<file path="config.mk">
export PLATFORM = sky130hd
export DESIGN_NAME = id_inst_queue
export DESIGN_NICKNAME = d
export VERILOG_FILES = /design/src/rtl/id_inst_queue.sv
export SDC_FILE = /design/constraint.sdc
export NUM_CORES = 1
export LEC_CHECK = 0
export CAP_MARGIN = 15
export CORE_ASPECT_RATIO = 0.9
export CORE_MARGIN = 10
export CORE_UTILIZATION = 30
export CTS_CLUSTER_SIZE = 30
export DETAILED_ROUTE_END_ITERATION = 16
export GPL_TIMING_DRIVEN = 0
export SLEW_MARGIN = 20
export SYNTH_ARGS = -nofsm -noshare
export SYNTH_HDL_FRONTEND = slang
export SYNTH_SLANG_ARGS = --single-unit
</file>
<file path="constraint.sdc">
create_clock -name clk -period 17.4 [get_ports clk]
set_input_delay 1.74 -clock clk [delete_from_list [all_inputs] [get_ports clk]]
set_output_delay 1.74 -clock clk [all_outputs]
set_load 0.03 [all_outputs]
</file>
<file path="src/rtl/id_inst_queue.sv">
// Instruction queue between fetch and decode: pairs each fetch PC with the SRAM word
// returning one cycle later and buffers up to DEPTH entries, with flush and empty-bypass.
module id_inst_queue #(
    parameter int unsigned ADDR_W = 32,
    parameter int unsigned INST_W = 32,
    parameter int unsigned DEPTH  = 4,
    parameter int unsigned BYPASS = 1
) (
    input  logic                       clk,
    input  logic                       rst,
    input  logic                       req_valid,
    input  logic [ADDR_W-1:0]          req_pc,
    output logic                       req_ready,
    input  logic [INST_W-1:0]          inst_sram_rdata,
    input  logic                       flush,
    output logic                       out_valid,
    output logic [ADDR_W-1:0]          out_pc,
    output logic [INST_W-1:0]          out_inst,
    input  logic                       out_ready,
    output logic [$clog2(DEPTH):0]     count
);

    localparam int unsigned PTR_W = $clog2(DEPTH);
    localparam int unsigned CNT_W = PTR_W + 1;

    logic [ADDR_W-1:0] pc_mem_q   [DEPTH];
    logic [INST_W-1:0] inst_mem_q [DEPTH];

    logic [PTR_W-1:0]  head_q, head_d;
    logic [PTR_W-1:0]  tail_q, tail_d;
    logic [CNT_W-1:0]  count_q, count_d;
    logic              inflight_q, inflight_d;
    logic [ADDR_W-1:0] pc_q, pc_d;

    logic have_head;
    logic accept;
    logic byp_avail;
    logic byp_take;
    logic enq;
    logic deq;

    // Credit check: every accepted fetch has a slot reserved for its returning word.
    assign req_ready = (count_q + CNT_W'(inflight_q)) < CNT_W'(DEPTH);
    assign count     = count_q;

    // Handshake decode; flush overrides enqueue, dequeue and bypass.
    always_comb begin
        have_head = (count_q != '0);
        accept    = req_valid && req_ready;
        byp_avail = (BYPASS != 0) && !have_head && inflight_q;
        byp_take  = byp_avail && out_ready && !flush;
        enq       = inflight_q && !flush && !byp_take;
        deq       = have_head && out_ready && !flush;
    end

    // Head entry when stored, otherwise the arriving word when bypass is enabled.
    always_comb begin
        out_valid = 1'b0;
        out_pc    = '0;
        out_inst  = '0;
        if (!flush) begin
            if (have_head) begin
                out_valid = 1'b1;
                out_pc    = pc_mem_q[head_q];
                out_inst  = inst_mem_q[head_q];
            end else if (byp_avail) begin
                out_valid = 1'b1;
                out_pc    = pc_q;
                out_inst  = inst_sram_rdata;
            end
        end
    end

    always_comb begin
        head_d     = head_q;
        tail_d     = tail_q;
        count_d    = count_q;
        inflight_d = accept;
        pc_d       = accept ? req_pc : pc_q;
        if (flush) begin
            head_d  = '0;
            tail_d  = '0;
            count_d = '0;
        end else begin
            head_d  = head_q + PTR_W'(deq);
            tail_d  = tail_q + PTR_W'(enq);
            count_d = count_q + CNT_W'(enq) - CNT_W'(deq);
        end
    end

    always_ff @(posedge clk) begin
        if (rst) begin
            head_q     <= '0;
            tail_q     <= '0;
            count_q    <= '0;
            inflight_q <= 1'b0;
            pc_q       <= '0;
        end else begin
            head_q     <= head_d;
            tail_q     <= tail_d;
            count_q    <= count_d;
            inflight_q <= inflight_d;
            pc_q       <= pc_d;
        end
    end

    // Entry storage needs no reset; validity is tracked by count_q.
    always_ff @(posedge clk) begin
        if (enq) begin
            pc_mem_q[tail_q]   <= pc_q;
            inst_mem_q[tail_q] <= inst_sram_rdata;
        end
    end

endmodule
</file>
# [Yosys cells after proc, flatten, opt, wreduce, memory -nomap -nowiden]
# Memories as Yosys holds them, arrays and structs flattened. A register that Yosys moved wholly into a read port is not among the register bits.
# Index checks and enable logic that the tools add are counted.
# W data, S select, Z words.
[totals] wordCells=39 n_memories=2 register_bits=40 out_inout_bits=69 mem_bits_rw=256 input_bits=69 mem_bits_ro=0 latch_bits=0
[mem_list] memory="inst_mem_q" depth=4 width=32 rd=1 rd_ports_with_merged_regs=1 wr=1 line_no="27" rtl="logic [INST_W-1:0] inst_mem_q [DEPTH];"
[mem_list] memory="pc_mem_q" depth=4 width=32 rd=1 rd_ports_with_merged_regs=1 wr=1 line_no="26" rtl="logic [ADDR_W-1:0] pc_mem_q [DEPTH];"
[classes] bitwise_logic=0 n_lt_le_gt_ge=1 n_shift=0 muxes=13 n_div=0 n_addsub=5 mul=0 n_reduce_logical=13 eq_ne=0
[op_table] op="$mux W32" count=6
[op_table] op="$logic_and A1 B1 Y1" count=8
[op_table] op="$add A3 B1 Y3" count=2
[op_table] op="$mux W1" count=5
[op_table] op="$add A2 B1 Y2" count=2
[op_table] op="$mux W2" count=2
[op_table] op="$logic_not A1 Y1" count=3
[op_table] op="$lt A3 B3 Y1 const B" count=1
[op_table] op="$reduce_bool A3 Y1" count=1
[op_table] op="$sub A3 B1 Y3" count=1
[op_table] op="$reduce_or A2 Y1" count=1

# [Logic depth before layout (Yosys ltp)]
[depth] word_depth=9 mapped_depth=14 ltp_nobuf=11

# [Least setup slack after synthesis]
# OpenSTA, ideal clock, no wires.
[synth_path] path_type="input-to-reg" from="in flush" to="mem inst_mem_q[1][0] (enable)" t_arrival_ps=6866 required_ps=16822 cell_stages=4 path_buffers=0 setup_slack_ps=9956 cell_sequence="nand2b_4 > a21oi_1 > inv_1 > nor3b_1"
[synth_via] elab_chain_cells=6 elab_cells_between_ends=7 cone_classes="mux (2); reduce/logical (5)"
[synth_lines] item="from (decl)" line_no="15" rtl="input logic flush,"
[synth_lines] item="$logic_not A1 Y1 *"
[synth_lines] item="$logic_and A1 B1 Y1" line_no="51" rtl="byp_take = byp_avail && out_ready && !flush;"
[synth_lines] item="$logic_not A1 Y1" line_no="52" rtl="enq = inflight_q && !flush && !byp_take;"
[synth_lines] item="$logic_and A1 B1 Y1 *" line_no="52"
[synth_lines] item="$mux W1 *" line_no="109" rtl="if (enq) begin"
[synth_lines] item="$mux W1 (not written as such) *" line_no="111" rtl="inst_mem_q[tail_q] <= inst_sram_rdata;"
[synth_lines] item="to (decl)" line_no="27"
# Mark *: on every way between the ends. The rest lies on a longest branch, timed or not.

# [Final worst setup path]
[layout_path] from="in flush" to="out out_pc[12]"
[layout_via] elab_chain_cells=1
[layout_lines] item="$mux W32" line_no="61" rtl="if (!flush) begin"
[layout_lines] item="to (decl)" line_no="17" rtl="output logic [ADDR_W-1:0] out_pc,"
# No other way between the ends.

==> results.sh <==
export IMPL_power_total_mw=1.56
export IMPL_wl_um=28000
export IMPL_yosysTopAreaCellShare_pct=65.0
export IMPL_drv_slew=0
export IMPL_fin_crit_ns=6.09
export IMPL_p_sw_share_pct=20.4
export IMPL_worstHoldPathCells=0
export IMPL_final_cell_area_um2=15200
export IMPL_drive_gt1_share_pct=27.7
export IMPL_whs_ns=0.531
export IMPL_io_buffers=136
export IMPL_dp_hpwl_um=19100
export IMPL_synth_largest_area_cell="edfxtp_1"
export IMPL_grt_first_pass_wirelength_um=42500
export IMPL_r2r_end="count[2]"
export IMPL_die_w_um=229
export IMPL_fin_tns_setup_ns=0
export IMPL_worstHoldStart="pc_q[17]"
export IMPL_ioPinCount=138
export IMPL_vias=6230
export IMPL_path_max_fanout=10
export IMPL_clockRootBuffer="clkbuf_16"
export IMPL_drc=0
export IMPL_r2r_start="count[1]"
export IMPL_drtPass1Iterations=4
export IMPL_htree_levels=1
export IMPL_fin_crit_sh_pct=35.0
export IMPL_critPathMaxStageDelay_ns=0.70
export IMPL_p_seq_share_pct=50.5
export IMPL_reg2regPathDepth=13
export IMPL_critical_path_buf_inv_count=4
export IMPL_synth_async_sr_flop_share_pct=0
export IMPL_cts_resized=0
export IMPL_worstSetupEndpointType="output port"
export IMPL_avgSynthCellArea_um2=19.9
export IMPL_p_comb_share_pct=5.0
export IMPL_hold_end="pc_mem_q[0][17]"
export IMPL_rows=68
export IMPL_cp_arrival_ns=4.35
export IMPL_viasPerCell=4.64
export IMPL_syn_to_final_growth_pct=28.6
export IMPL_ff2ff_setup_slack_ns=14.19
export IMPL_ctsHoldBuffers=0
export IMPL_power_internal_mw=1.24
export IMPL_die_h_um=208
export IMPL_post_cts_buffers=0
export IMPL_finalHoldViolations=0
export IMPL_synth_warnings=0
export IMPL_die_area_um2=47800
export IMPL_finalSetupViolations=0
export IMPL_max_vdd_ir_drop_v=0.0000639
export IMPL_finalNonFillerCells=1344
export IMPL_rsz0062_at_grt="false"
export IMPL_gr_usage_all_layers_pct=11.5
export IMPL_fin_util_pct=39.4
export IMPL_postPlaceCellArea_um2=14100
export IMPL_synth_edf_count=256
export IMPL_place_ws_ns=11.29
export IMPL_grt_start_max_net_pins=44
export IMPL_postRouteAntennaNets=0
export IMPL_synth_area_top_cells="edfxtp_1 65%, mux4_2 12%, dfxtp_1 6.8%"
export IMPL_synth_commonest_cells="256 x edfxtp_1, 65 x nand2b_1, 64 x mux4_2"
export IMPL_cts_buffers=31
export IMPL_powerDensity_nw_per_um2=103
export IMPL_critPathTopFamily="buffers and inverters"
export IMPL_synth_cell_types=28
export IMPL_fmax_mhz=164
export IMPL_run_status="finished, final reports clean"
export IMPL_fin_skew_ns=0.00688
export IMPL_antennaDiodeCount=0
export IMPL_p_sw_mw=0.319
export IMPL_yosysSeqAreaShare_pct=71.7
export IMPL_synth_cells=595
export IMPL_synth_seq_cells=296
export IMPL_drtIter0Drc=463
export IMPL_clk_latency_ns=0.56
export IMPL_place_gp_congestion=0.699
export IMPL_yosysMostFrequentCell="edfxtp_1"
export IMPL_power_share_clock_pct=44.6
export IMPL_crit_required_ns=15.66
export IMPL_cts_tree="built"
export IMPL_critPathKind="input port to output port"
export IMPL_tightest_slew_ns=0.734
export IMPL_nets=868
export IMPL_syn_cell_area_um2=11800
export IMPL_clock_sinks=296
export IMPL_critical_path_cell_chain="clkdlybuf4s50_1 -> nand2b_4 -> nor4_4 -> buf_8 -> buf_6 -> a22o_1 -> clkdlybuf4s50_1"
export IMPL_leakagePower_nw=5.02
export IMPL_dp_cells=1286
export IMPL_start_util_pct=30.6
export IMPL_grt_overflow=0
export IMPL_wire_per_inst_um=20.8
export IMPL_clk_pin_slew_ns=0.06
export IMPL_antenna_found_initial=1
export IMPL_core_area_um2=38600
export IMPL_synth_top_flop_cell="edfxtp_1"
export IMPL_crit_slowest_cell="clkdlybuf4s50_1"
export IMPL_start_kind="input port"
export IMPL_setup_ws_ns=11.31
export IMPL_synth_nets=669
export IMPL_grt_pass1_vias=6666
export IMPL_critPathMostFrequentCell="clkdlybuf4s50_1"
export IMPL_clock_path_buffers=3
export IMPL_cap_violations=0
export IMPL_min_path_type="flip-flop to flip-flop"
export IMPL_slew_limit_headroom_pct=50.7
-- logic make-up after synthesis --
logic type	Yosys count	synth area share (%)
adders and majority gates	5	0.592
buffers and inverters	41	2.29
muxes	97	15.1
xor gates and xnor gates	5	0.370
DFF	296	71.7
and+or+nand+nor	85	4.60
AOI/OAI and AO/OA	66	5.35
-- metal layers --
layer / vias up / part of all wire [%] / global-route usage, %
met5: - / 0.025 / 0
met4: 2 / 1.8 / 2.48
met3: 42 / 6.3 / 2.92
met2: 169 / 46 / 17.7
met1: 3198 / 46 / 15.9
li1: 2819 / - / -
-- registers in the layout, summed over array words and instances (netlist names) --
signal / cells
inst_mem_q: 128
pc_mem_q: 128
pc_q: 32
count: 3
head_q: 2
tail_q: 2
inflight_q: 1
-- cell type report --
type,count,area [um2]
fill,3561,23400
sequential,296,8490
multi-input combinational,258,3100
timing repair buffer,166,1630
clock buffer,37,818
tap,525,657
clock inverter,21,267
buffer,38,260
inverter,3,11.3
-- how the worst max path moves through the flow --
stage | endpoint | startpoint | depth (start not counted)
2_1_floorplan | inst_mem_q[1][0] | flush | 4
3_3_place_gp | inst_mem_q[1][5] | flush | 5
3_5_place_dp | out_inst[7] | flush | 7
4_1_cts | out_pc[12] | flush | 7
5_1_grt | out_pc[7] | flush | 7
6_report | out_pc[12] | flush | 7
-- power by group through the flow --
| stage | clock network, mW | registers, mW | logic, mW |
|---|---|---|---|
| global route | 0.745 | 0.790 | 0.0832 |
| floorplan | 0 | 0.801 | 0.0375 |
| CTS | 0.714 | 0.789 | 0.0792 |
| finish | 0.697 | 0.789 | 0.0774 |
| detailed placement | 0 | 0.804 | 0.0789 |
| global placement | 0 | 0.804 | 0.0764 |
-- cell usage in the layout, fill, tap and decap left out, drive strengths merged --
cell,count
and3,2
edfxtp,256
ha,4
buf,55
clkbuf,50
a22o,64
nor3,5
nor2,2
clkdlybuf4s50,136
xnor2,5
bufinv,6
clkinvlp,2
a21oi,1
clkinv,11
nand2b,66
inv,5
nor2b,1
nand2,1
and2,5
mux4,64
nor4,1
o21ai,1
nor3b,2
mux2i,33
dfxtp,40
fa,1
No activity file was read; power rests on OpenSTA's default activity.
